===== src/rtl/mem_copier_pkg.sv =====
// mem_copier shared definitions.
// FSM encoding and cache-port word constants.
package mem_copier_pkg;

    localparam int WORD_BYTES = 4;
    localparam logic [3:0] WE_WORD = 4'b1111;

    typedef enum logic [2:0] {
        IDLE,
        RD_REQ,
        RD_WAIT,
        WR_REQ,
        WR_WAIT,
        DONE
    } state_e;

endpackage


===== src/rtl/mem_copier_if.sv =====
// mem_copier cache port.
// Word-wide request bus with busy/ready flow control.
interface mem_copier_if #(
    parameter int ADDRESS_BITWIDTH = 32
);

    logic [ADDRESS_BITWIDTH-1:0] ca_address;
    logic [31:0]                 ca_data_in;
    logic [3:0]                  ca_write_enable;
    logic [31:0]                 ca_data_out;
    logic                        ca_data_out_ready;
    logic                        ca_busy;

    modport master (
        output ca_address,
        output ca_data_in,
        output ca_write_enable,
        input  ca_data_out,
        input  ca_data_out_ready,
        input  ca_busy
    );

    modport slave (
        input  ca_address,
        input  ca_data_in,
        input  ca_write_enable,
        output ca_data_out,
        output ca_data_out_ready,
        output ca_busy
    );

endinterface


===== src/rtl/mem_copier.sv =====
// mem_copier: word-by-word memory copy / pattern fill engine
// driving a single cache port, one outstanding access at a time.
module mem_copier
    import mem_copier_pkg::*;
#(
    parameter int ADDRESS_BITWIDTH = 32,
    parameter int LEN_BITWIDTH     = 16
) (
    input  logic                        clk,
    input  logic                        rst_n,
    input  logic                        start,
    input  logic                        fill,
    input  logic [ADDRESS_BITWIDTH-1:0] src,
    input  logic [ADDRESS_BITWIDTH-1:0] dst,
    input  logic [LEN_BITWIDTH-1:0]     len,
    input  logic [31:0]                 pattern,
    output logic                        active,
    output logic                        done,
    mem_copier_if.master                ca
);

    localparam int AW = ADDRESS_BITWIDTH;
    localparam int LW = LEN_BITWIDTH;

    state_e          state_q, state_d;
    logic [AW-1:0]   src_q, dst_q;
    logic [LW-1:0]   cnt_q;
    logic            fill_q;
    logic [31:0]     pattern_q;
    logic [31:0]     buf_q;
    logic            rd_take;
    logic            wr_step;
    logic            accept;
    logic            unused_bits;

    assign unused_bits = ^{src[1:0], dst[1:0]};

    assign accept  = (state_q == IDLE) && start;
    assign rd_take = (state_q == RD_WAIT) && ca.ca_data_out_ready
                     && !ca.ca_busy;
    assign wr_step = (state_q == WR_WAIT) && !ca.ca_busy;

    always_ff @(posedge clk or negedge rst_n) begin
        if (!rst_n) begin
            state_q <= IDLE;
        end else begin
            state_q <= state_d;
        end
    end

    always_comb begin
        state_d            = state_q;
        ca.ca_address      = '0;
        ca.ca_data_in      = '0;
        ca.ca_write_enable = '0;
        active             = 1'b0;
        done               = 1'b0;
        unique case (state_q)
            IDLE: begin
                if (start) begin
                    if (len == '0)
                        state_d = DONE;
                    else if (fill)
                        state_d = WR_REQ;
                    else
                        state_d = RD_REQ;
                end
            end
            RD_REQ: begin
                active        = 1'b1;
                ca.ca_address = src_q;
                if (!ca.ca_busy)
                    state_d = RD_WAIT;
            end
            RD_WAIT: begin
                active        = 1'b1;
                ca.ca_address = src_q;
                if (rd_take)
                    state_d = WR_REQ;
            end
            WR_REQ: begin
                active             = 1'b1;
                ca.ca_address      = dst_q;
                ca.ca_data_in      = fill_q ? pattern_q : buf_q;
                ca.ca_write_enable = WE_WORD;
                if (!ca.ca_busy)
                    state_d = WR_WAIT;
            end
            WR_WAIT: begin
                active             = 1'b1;
                ca.ca_address      = dst_q;
                ca.ca_data_in      = fill_q ? pattern_q : buf_q;
                ca.ca_write_enable = WE_WORD;
                // cnt_q is the count before this word retires
                if (wr_step) begin
                    if (cnt_q == LW'(1))
                        state_d = DONE;
                    else if (fill_q)
                        state_d = WR_REQ;
                    else
                        state_d = RD_REQ;
                end
            end
            DONE: begin
                done    = 1'b1;
                state_d = IDLE;
            end
            default: state_d = IDLE;
        endcase
    end

    always_ff @(posedge clk or negedge rst_n) begin
        if (!rst_n) begin
            src_q     <= '0;
            dst_q     <= '0;
            cnt_q     <= '0;
            fill_q    <= 1'b0;
            pattern_q <= '0;
            buf_q     <= '0;
        end else begin
            if (accept) begin
                src_q     <= {src[AW-1:2], 2'b00};
                dst_q     <= {dst[AW-1:2], 2'b00};
                cnt_q     <= len;
                fill_q    <= fill;
                pattern_q <= pattern;
            end
            if (rd_take)
                buf_q <= ca.ca_data_out;
            if (wr_step) begin
                src_q <= src_q + AW'(WORD_BYTES);
                dst_q <= dst_q + AW'(WORD_BYTES);
                cnt_q <= cnt_q - LW'(1);
            end
        end
    end

endmodule


===== src/flat_wrapper.sv =====
// flat-port wrapper written by rule: the top's interface ports become plain ports
module mem_copier_flat import mem_copier_pkg::*;
#(
    parameter int ADDRESS_BITWIDTH = 32,
    parameter int LEN_BITWIDTH     = 16
)
  (clk, rst_n, start, fill, src, dst, len, pattern, active, done, ca_ca_address, ca_ca_data_in, ca_ca_write_enable, ca_ca_data_out, ca_ca_data_out_ready, ca_ca_busy);
  mem_copier_if #(.ADDRESS_BITWIDTH(ADDRESS_BITWIDTH)) ca_i ();
  input  logic clk;
  input  logic rst_n;
  input  logic start;
  input  logic fill;
  input  logic [ADDRESS_BITWIDTH-1:0] src;
  input  logic [ADDRESS_BITWIDTH-1:0] dst;
  input  logic [LEN_BITWIDTH-1:0] len;
  input  logic [31:0] pattern;
  output logic active;
  output logic done;
  output wire logic [$bits(ca_i.ca_address)-1:0] ca_ca_address;
  output wire logic [$bits(ca_i.ca_data_in)-1:0] ca_ca_data_in;
  output wire logic [$bits(ca_i.ca_write_enable)-1:0] ca_ca_write_enable;
  input wire logic [$bits(ca_i.ca_data_out)-1:0] ca_ca_data_out;
  input wire logic [$bits(ca_i.ca_data_out_ready)-1:0] ca_ca_data_out_ready;
  input wire logic [$bits(ca_i.ca_busy)-1:0] ca_ca_busy;
  assign ca_ca_address = ca_i.ca_address;
  assign ca_ca_data_in = ca_i.ca_data_in;
  assign ca_ca_write_enable = ca_i.ca_write_enable;
  assign ca_i.ca_data_out = ca_ca_data_out;
  assign ca_i.ca_data_out_ready = ca_ca_data_out_ready;
  assign ca_i.ca_busy = ca_ca_busy;
  mem_copier #(.ADDRESS_BITWIDTH(ADDRESS_BITWIDTH), .LEN_BITWIDTH(LEN_BITWIDTH)) u_core (.clk(clk), .rst_n(rst_n), .start(start), .fill(fill), .src(src), .dst(dst), .len(len), .pattern(pattern), .active(active), .done(done), .ca(ca_i));
endmodule

===== config.mk =====
export PLATFORM = sky130hd
export DESIGN_NAME = mem_copier_flat
export DESIGN_NICKNAME = d
export VERILOG_FILES = /design/src/rtl/mem_copier_pkg.sv /design/src/rtl/mem_copier_if.sv /design/src/rtl/mem_copier.sv /design/src/flat_wrapper.sv
export SDC_FILE = /design/constraint.sdc
export NUM_CORES = 1
export LEC_CHECK = 0
export CAP_MARGIN = 20
export CORE_ASPECT_RATIO = 1.2
export CORE_MARGIN = 2
export CORE_UTILIZATION = 31
export CTS_CLUSTER_DIAMETER = 80
export DETAILED_ROUTE_END_ITERATION = 8
export PLACE_DENSITY = 0.59
export SYNTH_ARGS = -nofsm -noshare
export SYNTH_HDL_FRONTEND = slang
export SYNTH_SLANG_ARGS = --single-unit
export TNS_END_PERCENT = 1

===== constraint.sdc =====
create_clock -name clk -period 2.1 [get_ports clk]
set_input_delay 0.21 -clock clk [delete_from_list [all_inputs] [get_ports clk]]
set_output_delay 0.21 -clock clk [all_outputs]
set_load 0.02 [all_outputs]

==> results of run 1 <==
==> metal layers <==
layer / wire [µm] / GRT usage, %
met3: 1880 / 5.089
met5: 13 / 0
met1: 11360 / 25.13
met4: 499 / 6.211
met2: 12740 / 33.49
==> power breakdown <==
| part | switching [mW] | internal, mW | leakage, nW |
|---|---|---|---|
| clock network | 1.32 | 2.04 | 0.304 |
| registers | 1.16 | 4.13 | 1.74 |
| logic | 4.90 | 4.28 | 3.07 |
==> logic make-up (layout without fill, tap and decap cells) <==
group           Yosys count  count (layout)  share of synthesized area, %
compound gates          181             181                         17.19
flops                   144             144                         45.58
xor+xnor                  5               5                        0.5539
simple gates            381             381                         22.46
buf+inv                  78             357                         4.178
other cells               1               2                       0.04743
fa+ha+maj                 4               4                        0.6330
mux                      70              70                         9.369
==> sequential cells by signal, indices dropped and copies added, names as in the netlist <==
signal / cells
u_core.cnt_q: 16
u_core.pattern_q: 32
u_core.src_q: 30
u_core.buf_q: 32
u_core.dst_q: 30
u_core.state_q: 3
u_core.fill_q: 1
==> worst paths after layout <==
check                                      from                    to
max reg2reg                   u_core.state_q[1]      u_core.dst_q[20]
min                                       rst_n       u_core.src_q[9]
min reg2reg                u_core.pattern_q[20]  u_core.pattern_q[20]
min in group clk                    pattern[25]  u_core.pattern_q[25]
max                           u_core.state_q[1]     ca_ca_address[26]
max in group asynchronous                 rst_n      u_core.buf_q[18]
==> synth_stat cells, drive strengths merged (10+ instances only) <==
cell type  instances  area, µm²
nor2              71      274.0
inv               12      45.04
o21ai             27      135.1
o211ai            18      145.1
mux2              32      360.4
nand2            181      679.4
nor4              15      100.1
o311ai            16      155.2
o22ai             12      75.07
nand4             18      112.6
dfrtp            144       3603
a211oi            10      75.07
mux2i             38      380.4
nor3              19      100.1
clkbuf            48      180.2
nand3             31      155.2
buf               17      101.4
a21oi             17      85.08
a22o              26      227.7
==> metrics by stage <==
| stage | utilization (%) | setup WS (ps) | hold WS [ps] | cells | setup TNS (ps) |
|---|---|---|---|---|---|
| after floorplan | - | -52.47 | -85.59 | 865 | -273.9 |
| after global placement | 43.76 | -305.9 | 200.9 | 1435 | -5062 |
| after detailed placement | 43.76 | -343.9 | 200.1 | 1435 | -6264 |
| after CTS | 45.96 | -108.9 | 289.6 | 1471 | -1415 |
| after global routing | 46.42 | -115.2 | 317.0 | 1474 | -4073 |
| final | 46.42 | -48.49 | 300.2 | 1474 | -505.9 |
==> placed cells by master, fill, tap and decap left out, types with 4 or more instances in the layout <==
| cell type | Yosys | layout |
|---|---|---|
| a211oi_1 | 10 | 10 |
| a21o_1 | 6 | 6 |
| a21oi_1 | 17 | 17 |
| a221o_1 | 7 | 7 |
| a22o_1 | 26 | 26 |
| a22oi_1 | 8 | 8 |
| a311oi_1 | 8 | 8 |
| a31oi_1 | 8 | 8 |
| and3_1 | 9 | 9 |
| and4_1 | 7 | 7 |
| buf_12 | 0 | 14 |
| buf_2 | 3 | 36 |
| buf_4 | 5 | 88 |
| buf_6 | 2 | 13 |
| bufinv_16 | 0 | 4 |
| clkbuf_16 | 0 | 17 |
| clkbuf_2 | 0 | 4 |
| clkdlybuf4s15_2 | 0 | 8 |
| clkdlybuf4s50_1 | 0 | 144 |
| dfrtp_1 | 144 | 143 |
| ha_1 | 4 | 4 |
| inv_1 | 12 | 12 |
| inv_6 | 0 | 5 |
| mux2_2 | 32 | 32 |
| mux2i_1 | 38 | 38 |
| nand2_1 | 181 | 177 |
| nand2b_1 | 5 | 5 |
| nand3_1 | 31 | 28 |
| nand4_1 | 18 | 18 |
| nor2_1 | 70 | 66 |
| nor3_1 | 18 | 16 |
| nor4_1 | 14 | 11 |
| o211ai_1 | 16 | 16 |
| o21ai_0 | 27 | 23 |
| o22ai_1 | 12 | 12 |
| o311ai_0 | 14 | 9 |
| o311ai_1 | 0 | 4 |
==> what timing repair did <==
action / CTS / global route
cloned: 1 / 0
hold buffers: 1 / 0
setup buffers: 2 / 3
resized for setup: 266 / 66
pin swaps: 3 / 23
hold endpoints to repair: 47 / 0
endpoints found under the setup margin: 79 / 91
==> area by class of cell <==
class | count | area, µm²
clock buffer | 18 | 439.2
clock inverter | 14 | 200.2
fill | 2473 | 13560
inverter | 13 | 50.05
multi-input combinational | 643 | 4139
sequential | 144 | 3605
tap | 330 | 412.9
timing repair buffer | 312 | 2900
==> impl_results.md, run 1 <==
* Number of cells on the critical path at 7
* Gpl congestion at 0.8447
* Fmax at 465.4 MHz
* Syn Area/Cell at 9.151 µm²
* Total Die Area at 26800 µm²
* WP data required at 1890 ps
* Cell repeated most along the worst path: buf_6
* RSZ-0062 raised after global routing: true
* Leak Pwr at 5.109 nW
* Std cell rows at 64
* Max-Cap Viols at 0
* N_diodes at 0
* Failing checks: setup timing
* CP startpoint kind: flip-flop
* Post-synthesis sequential area ratio at 45.58%
* Count of flip-flops with a built-in enable after synthesis at 0
* Status: complete, but fails checks
* Area Overhead vs Synth at 48.57%
* Vias at 7639
* First-pass GRT wire length at 41580 µm
* FF-to-FF path depth at 5
* Clock Skew at 13.62 ps
* Vias in the first global route at 7724
* Slowest stage cell, crit path: dfrtp_1
* CP arrival at 1940 ps
* CP peak stage delay at 430 ps
* Routed WL per cell at 17.98 µm
* Design area at 11750 µm²
* Total Routed Length at 26500 µm
* Internal reg-to-reg setup slack at -50 ps
* H-tree depth at 4
* CP endpoint kind: output pin
* Worst hold path class: in -> async
* Num ports at 220
* Power Density at 1517 nW/µm²
* Clock root cell: clkbuf_16
* Mapped Area at 7906 µm²
* Final setup fails at 18
* CTS tree: yes
* CP cell instances: buf_6, xnor2_4, nor2_4, buf_12, buf_16, a22o_1, buf_6
* Slew margin rel. at 66.11%
* Mapped Cells at 864
* Worst Slack Setup Final at -48.49 ps
* Seq cells post-synth at 144
* Largest net degree at the start of global routing at 56
* Hold Violations, Final at 0
* Tot Pwr at 17.82 mW
* Gr ovfl total at 0
* Slew @ Worst Pin at 508.3 ps
* DP Area at 11070 µm²
* All-Layer GR Usage at 19.92%
* Clock Pin Slew Worst Setup and Hold Paths at 70 ps
* 1st-iter DRT viols at 480
* DRC viols at 0
* Fraction of layout cells with a size suffix above 1 at 24.21%
* CP bufs+invs at 4
* Crit-path leading delay family: buffers and inverters
* Vias/cell at 5.182
* Initial antenna violation count at 2
* YS warnings at 0
* Tcrit/Tclk final at 102.3%
* Ys async rst share at 100.0%
* CTS Buffer Depth at 2
* First-pass DRT Iterations at 5
* Crit Path Max Fanout at 15
* Crit Path Class: reg -> out
* VDD IR max at 566.2 µV
* Initial Util at 31.25%
* Input/output buffers at 213
* Antenna viol nets, final at 0
* CORE AREA at 25300 µm²
* Total Nets Final at 1285
* CTS buffer count at 17
* Clk sinks at 144
* Dominant synthesized flop cell: dfrtp_1
* Die X-Extent at 149.8 µm
* Cell variety after synth at 67
* Final min period at 2148 ps
* HPWL after DPL at 18450 µm
* Worst-Skew Late Latency at 430 ps
* Die Y at 178.9 µm
* Slew Viols, Final at 0
No activity file was read; power rests on OpenSTA's default activity.
==> run 2: changes to the inputs <==
REMOVE_ABC_BUFFERS = 1   (was not set)
==> run 2 against run 1 <==
Against the previous run: the run still ends with setup timing left; maximum frequency grew 0.16%; largest power group unchanged; critical path type unchanged; sequential power down 1%; first-iteration DRC count shrank 23%; clock skew is 2.4 ps lower; core utilization fell by 0.58 points; final cell count grew 0.47%; register-to-register slack hardly changed; non-clock buffer count is 6 higher; clock power down 5%.
==> impl_results.md, run 2 (synthesized netlist as in run 1, its figures left out) <==
* Status: complete, but fails checks
* Failing checks: setup timing
* Comb pwr share at 51.3%
* DRC viols at 0
* First-pass DRT Iterations at 5
* Fin Hold WS at 315.6 ps
* Antenna viol nets, final at 0
* Slew Viols, Final at 0
* H-tree depth at 4
* Layout Cells excl Fill at 1481
* VDD IR max at 860.3 µV
* Area Overhead vs Synth at 46.70%
* Tot Pwr at 17.26 mW
* Sequential power share at 30.2%
* Tcrit/Tclk final at 102.1%
* Gr ovfl total at 0
* CTS Buffer Depth at 2
* Num ports at 220
* Worst Slack Setup Final at -45.11 ps
* CTS buffer count at 17
* Slowest stage cell, crit path: dfrtp_2
* Clock power share at 18.4%
* Clock Pin Slew Worst Setup and Hold Paths at 70 ps
* 1st-iter DRT viols at 368
* Worst-Skew Late Latency at 430 ps
* Die X-Extent at 149.8 µm
* RSZ-0062 raised after global routing: true
* CP startpoint kind: flip-flop
* Input/output buffers at 213
* WP data required at 1890 ps
* Clock root cell: clkbuf_16
* Total Die Area at 26800 µm²
* Die Y at 178.9 µm
* Crit Path Max Fanout at 31
* Clock Skew at 11.21 ps
* Clk sinks at 144
* CP peak stage delay at 430 ps
* Internal reg-to-reg setup slack at -40 ps
* First-pass GRT wire length at 42000 µm
* Sw Share at 41.90%
* Final setup fails at 21
* Final min period at 2145 ps
* Max-Cap Viols at 0
* Total Nets Final at 1291
* Routed WL per cell at 18.03 µm
* CP startpoint: u_core.state_q[0]
* Fraction of layout cells with a size suffix above 1 at 24.00%
* Worst hold path class: in -> async
* Setup TNS at -378.6 ps
* CP endpoint kind: output pin
* Filler instances at 2486
* CP arrival at 1940 ps
* Final Core Density at 45.84%
* Fmax at 466.2 MHz
* Post-Place Cells at 1445
* Vias in the first global route at 7746
* Biggest regs: u_core.buf_q (32), u_core.pattern_q (32)
* Leak Pwr at 5.063 nW
* Crit Path Class: reg -> out
* Largest net degree at the start of global routing at 89
* Commonest non-fill, non-tap cell in the layout: nand2_1
* Std cell rows at 64
* Hold Violations, Final at 0
* Initial antenna violation count at 2
* Gpl congestion at 0.8500
* Slew margin rel. at 64.56%
* Vias at 7752
* CP cell instances: buf_4, xnor2_2, nor2_2, buf_12, nand2_1, o21ai_0, buf_2
* Power Density at 1488 nW/µm²
* CTS tree: yes
* CP bufs+invs at 3
* Vias/cell at 5.234
* Total Routed Length at 26700 µm
* Most frequent cells in the layout: nand2_1, clkdlybuf4s50_1, dfrtp_1, buf_4, nor2_1
* Slew @ Worst Pin at 531.6 ps
* P_sw at 7.232 mW
* Reg-to-Reg Start: u_core.state_q[1]
* Initial Util at 31.25%
* Crit-path leading delay family: buffers and inverters
* CORE AREA at 25300 µm²
* All-Layer GR Usage at 20.03%
* HPWL after DPL at 18850 µm
* Int Pwr at 10.03 mW
## run 2: area by class of cell
type                    instances  area (µm²)  share of cell area, %
multi-input cells             643        4060                  35.01
diodes                          1       2.502                0.02158
well taps                     330       412.9                  3.560
clock buffers                  18       429.2                  3.700
clock inverters                14       180.2                  1.553
flip-flops and latches        144        3606                  31.09
repair buffers                318        2858                  24.64
inverters                      13       50.05                 0.4315
## run 2: what timing repair did
| action | CTS | global route |
|---|---|---|
| buffers inserted | 2 | 0 |
| gates resized for setup | 280 | 49 |
| hold buffers | 1 | 0 |
| endpoints found under the hold margin | 47 | 0 |
| pin swaps | 5 | 3 |
| endpoints found under the setup margin | 84 | 97 |
## run 2: worst register-to-register path: stages (launching register included)
cell and delay (ps):
dfrtp_1 410, or4b_4 590, buf_8 180, nor4_2 260, buf_4 160, nand2_1 100
o211ai_1 180, o311ai_1 120
## run 2: power groups by stage
stage               Combinational [mW]  Sequential (mW)  Clock, mW
floorplan                         4.69             5.18          0
global placement                  9.14             5.17          0
detailed placement                9.21             5.22          0
CTS                               8.64             5.18       3.26
global route                      9.66             5.42       3.37
finish                            8.86             5.22       3.18
## run 2: final timing paths
kind	endpoint	cells after the start
max	ca_ca_address[8]	7
min	u_core.buf_q[23]	2
max reg2reg	u_core.src_q[22]	7
min reg2reg	u_core.pattern_q[29]	2
max in group asynchronous	u_core.src_q[4]	3
min in group clk	u_core.pattern_q[2]	3
## run 2: per-layer routing
layer	share of wire [%]	wire length [µm]	track usage (%)
met5	0.049	13	0
met4	1.6	435	5.936
met3	6.6	1751	3.715
met2	46	12380	32.70
met1	45	12120	27.12
## run 2: per-stage QoR
step | instance area [µm²] | worst slack [ps]
6_report | 11600 | -45.11
5_1_grt | 11600 | -186.4
4_1_cts | 11500 | -84.77
3_5_place_dp | 11130 | -461.0
3_3_place_gp | 11130 | -425.9
2_1_floorplan | 7629 | -7757
==> run 3: changes to the inputs <==
CTS_BUF_LIST = sky130_fd_sc_hd__clkbuf_4   (was not set)
==> run 3 against run 2 <==
Against the previous run: the flow still finishes with violations (setup timing); maximum frequency down 6.9%; design area down 0.25%; combinational power up 8.2%; register-to-register slack worse by 150 ps; sequential power about the same.
==> impl_results.md, run 3 (synthesized netlist as in run 1, its figures left out) <==
* Status: complete, but fails checks
* Failing checks: setup timing
* Biggest regs: u_core.buf_q (32), u_core.pattern_q (32)
* Initial antenna violation count at 2
* Total Routed Length at 27020 µm
* Antenna viol nets, final at 0
* Sequential power share at 31.0%
* Gpl congestion at 0.8500
* Die X-Extent at 149.8 µm
* Num ports at 220
* Post-Place Cells at 1445
* Int Pwr at 9.435 mW
* HPWL after DPL at 18850 µm
* CTS buffer count at 17
* Area Overhead vs Synth at 46.34%
* Input/output buffers at 213
* Tcrit/Tclk final at 109.7%
* H-tree depth at 4
* Vias in the first global route at 7726
* Power Density at 1452 nW/µm²
* Crit Path Class: reg -> out
* P_sw at 7.363 mW
* Total Die Area at 26800 µm²
* Commonest non-fill, non-tap cell in the layout: nand2_1
* Final Core Density at 45.72%
* CP endpoint kind: output pin
* Fmax at 434.2 MHz
* Final min period at 2303 ps
* Routed WL per cell at 18.18 µm
* Slew margin rel. at 64.82%
* DP Area at 11130 µm²
* DRC viols at 0
* VDD IR max at 957.2 µV
* Std cell rows at 64
* Sw Share at 43.83%
* WP data required at 1890 ps
* RSZ-0062 raised after global routing: true
* Internal reg-to-reg setup slack at -190 ps
* Slew @ Worst Pin at 527.8 ps
* Clock Skew at 27.18 ps
* Vias/cell at 5.216
* First-pass DRT Iterations at 5
* Die Y at 178.9 µm
* Comb pwr share at 57.1%
* Gr ovfl total at 0
* FF-to-FF End: u_core.src_q[22]
* Leak Pwr at 5.020 nW
* Worst hold path class: in -> async
* CP startpoint kind: flip-flop
* Max-Cap Viols at 0
* Crit Path Max Fanout at 16
* Clock power share at 12.0%
* 1st-iter DRT viols at 354
* CP arrival at 2090 ps
* Clk sinks at 144
* FF-to-FF path depth at 8
* Worst Slack Setup Final at -203.1 ps
* Total Nets Final at 1296
* Worst-Skew Late Latency at 550 ps
* Final setup fails at 89
* Clock root cell: clkbuf_4
* Layout Cells excl Fill at 1486
* Slew Viols, Final at 0
* Hold Violations, Final at 0
* CORE AREA at 25300 µm²
* Fraction of layout cells with a size suffix above 1 at 25.71%
* CTS tree: yes
* Reg-to-Reg Start: u_core.state_q[1]
* CTS Buffer Depth at 2
* Largest net degree at the start of global routing at 89
* Most frequent cells in the layout: nand2_1, clkdlybuf4s50_1, dfrtp_1, buf_4, nor2_1
* First-pass GRT wire length at 42260 µm
* Vias at 7751
* All-Layer GR Usage at 20.18%
* Design area at 11570 µm²
* Initial Util at 31.25%
* Clock Pin Slew Worst Setup and Hold Paths at 160 ps
## run 3: stage by stage
stage                     setup slack [ps]  hold slack (ps)  TNS, ps  power [mW]
after floorplan                      -7757           -85.59  -720550       9.875
after global placement              -425.9            214.3    -9628       14.31
after global routing                -331.1            113.6   -23910       17.99
after CTS                           -247.2            113.2   -15070       16.68
after detailed placement            -461.0            209.8   -12210       14.43
final                               -203.1            158.0   -12070       16.80
## run 3: worst max path at each step
| stage | cells after the start | from | slack [ps] | to |
|---|---|---|---|---|
| 2_1_floorplan | 4 | u_core.state_q[1] | -7760 | u_core.cnt_q[15] |
| 3_3_place_gp | 6 | ca_ca_busy | -430 | u_core.dst_q[22] |
| 3_5_place_dp | 6 | ca_ca_busy | -460 | u_core.dst_q[22] |
| 4_1_cts | 7 | u_core.state_q[1] | -250 | ca_ca_address[25] |
| 5_1_grt | 8 | u_core.state_q[1] | -330 | u_core.src_q[22] |
| 6_report | 7 | u_core.state_q[1] | -200 | ca_ca_address[15] |
## run 3: final cells by class
class                   count  area (µm²)
diodes                      1       2.502
clock buffers              18       135.1
clock inverters            14       180.2
fillers                  2493       13730
inverters                  13       50.05
multi-input cells         643        4134
flip-flops and latches    144        3605
well taps                 330       412.9
repair buffers            323        3050
## run 3: repair_timing
action                                 4_1_cts  5_1_grt
setup endpoints to repair                   88      110
resized for setup                          351       48
hold buffers                                 1        0
gates cloned                                 1        0
setup buffers                                6        0
endpoints found under the hold margin       94        0
pin swaps                                   11        4
## run 3: critical path, stage by stage (launching register included)
cell	delay, ps
dfrtp_1	450
buf_6	160
xnor2_4	160
nor2_4	60
buf_4	140
buf_12	140
a22o_1	260
buf_2	170
## run 3: per-layer routing
layer	wire, µm	track usage [%]
met3	1730	4.173
met4	343	4.638
met2	12780	33.35
met1	12150	27.23
met5	13	0
## run 3: power by group through the flow
stage                     Clock (mW)  Combinational (mW)  Sequential (mW)
final                           2.01                9.59             5.20
after global routing            2.20                10.4             5.40
after CTS                       2.08                9.44             5.16
after detailed placement           0                9.21             5.22
after global placement             0                9.14             5.17
after floorplan                    0                4.69             5.18
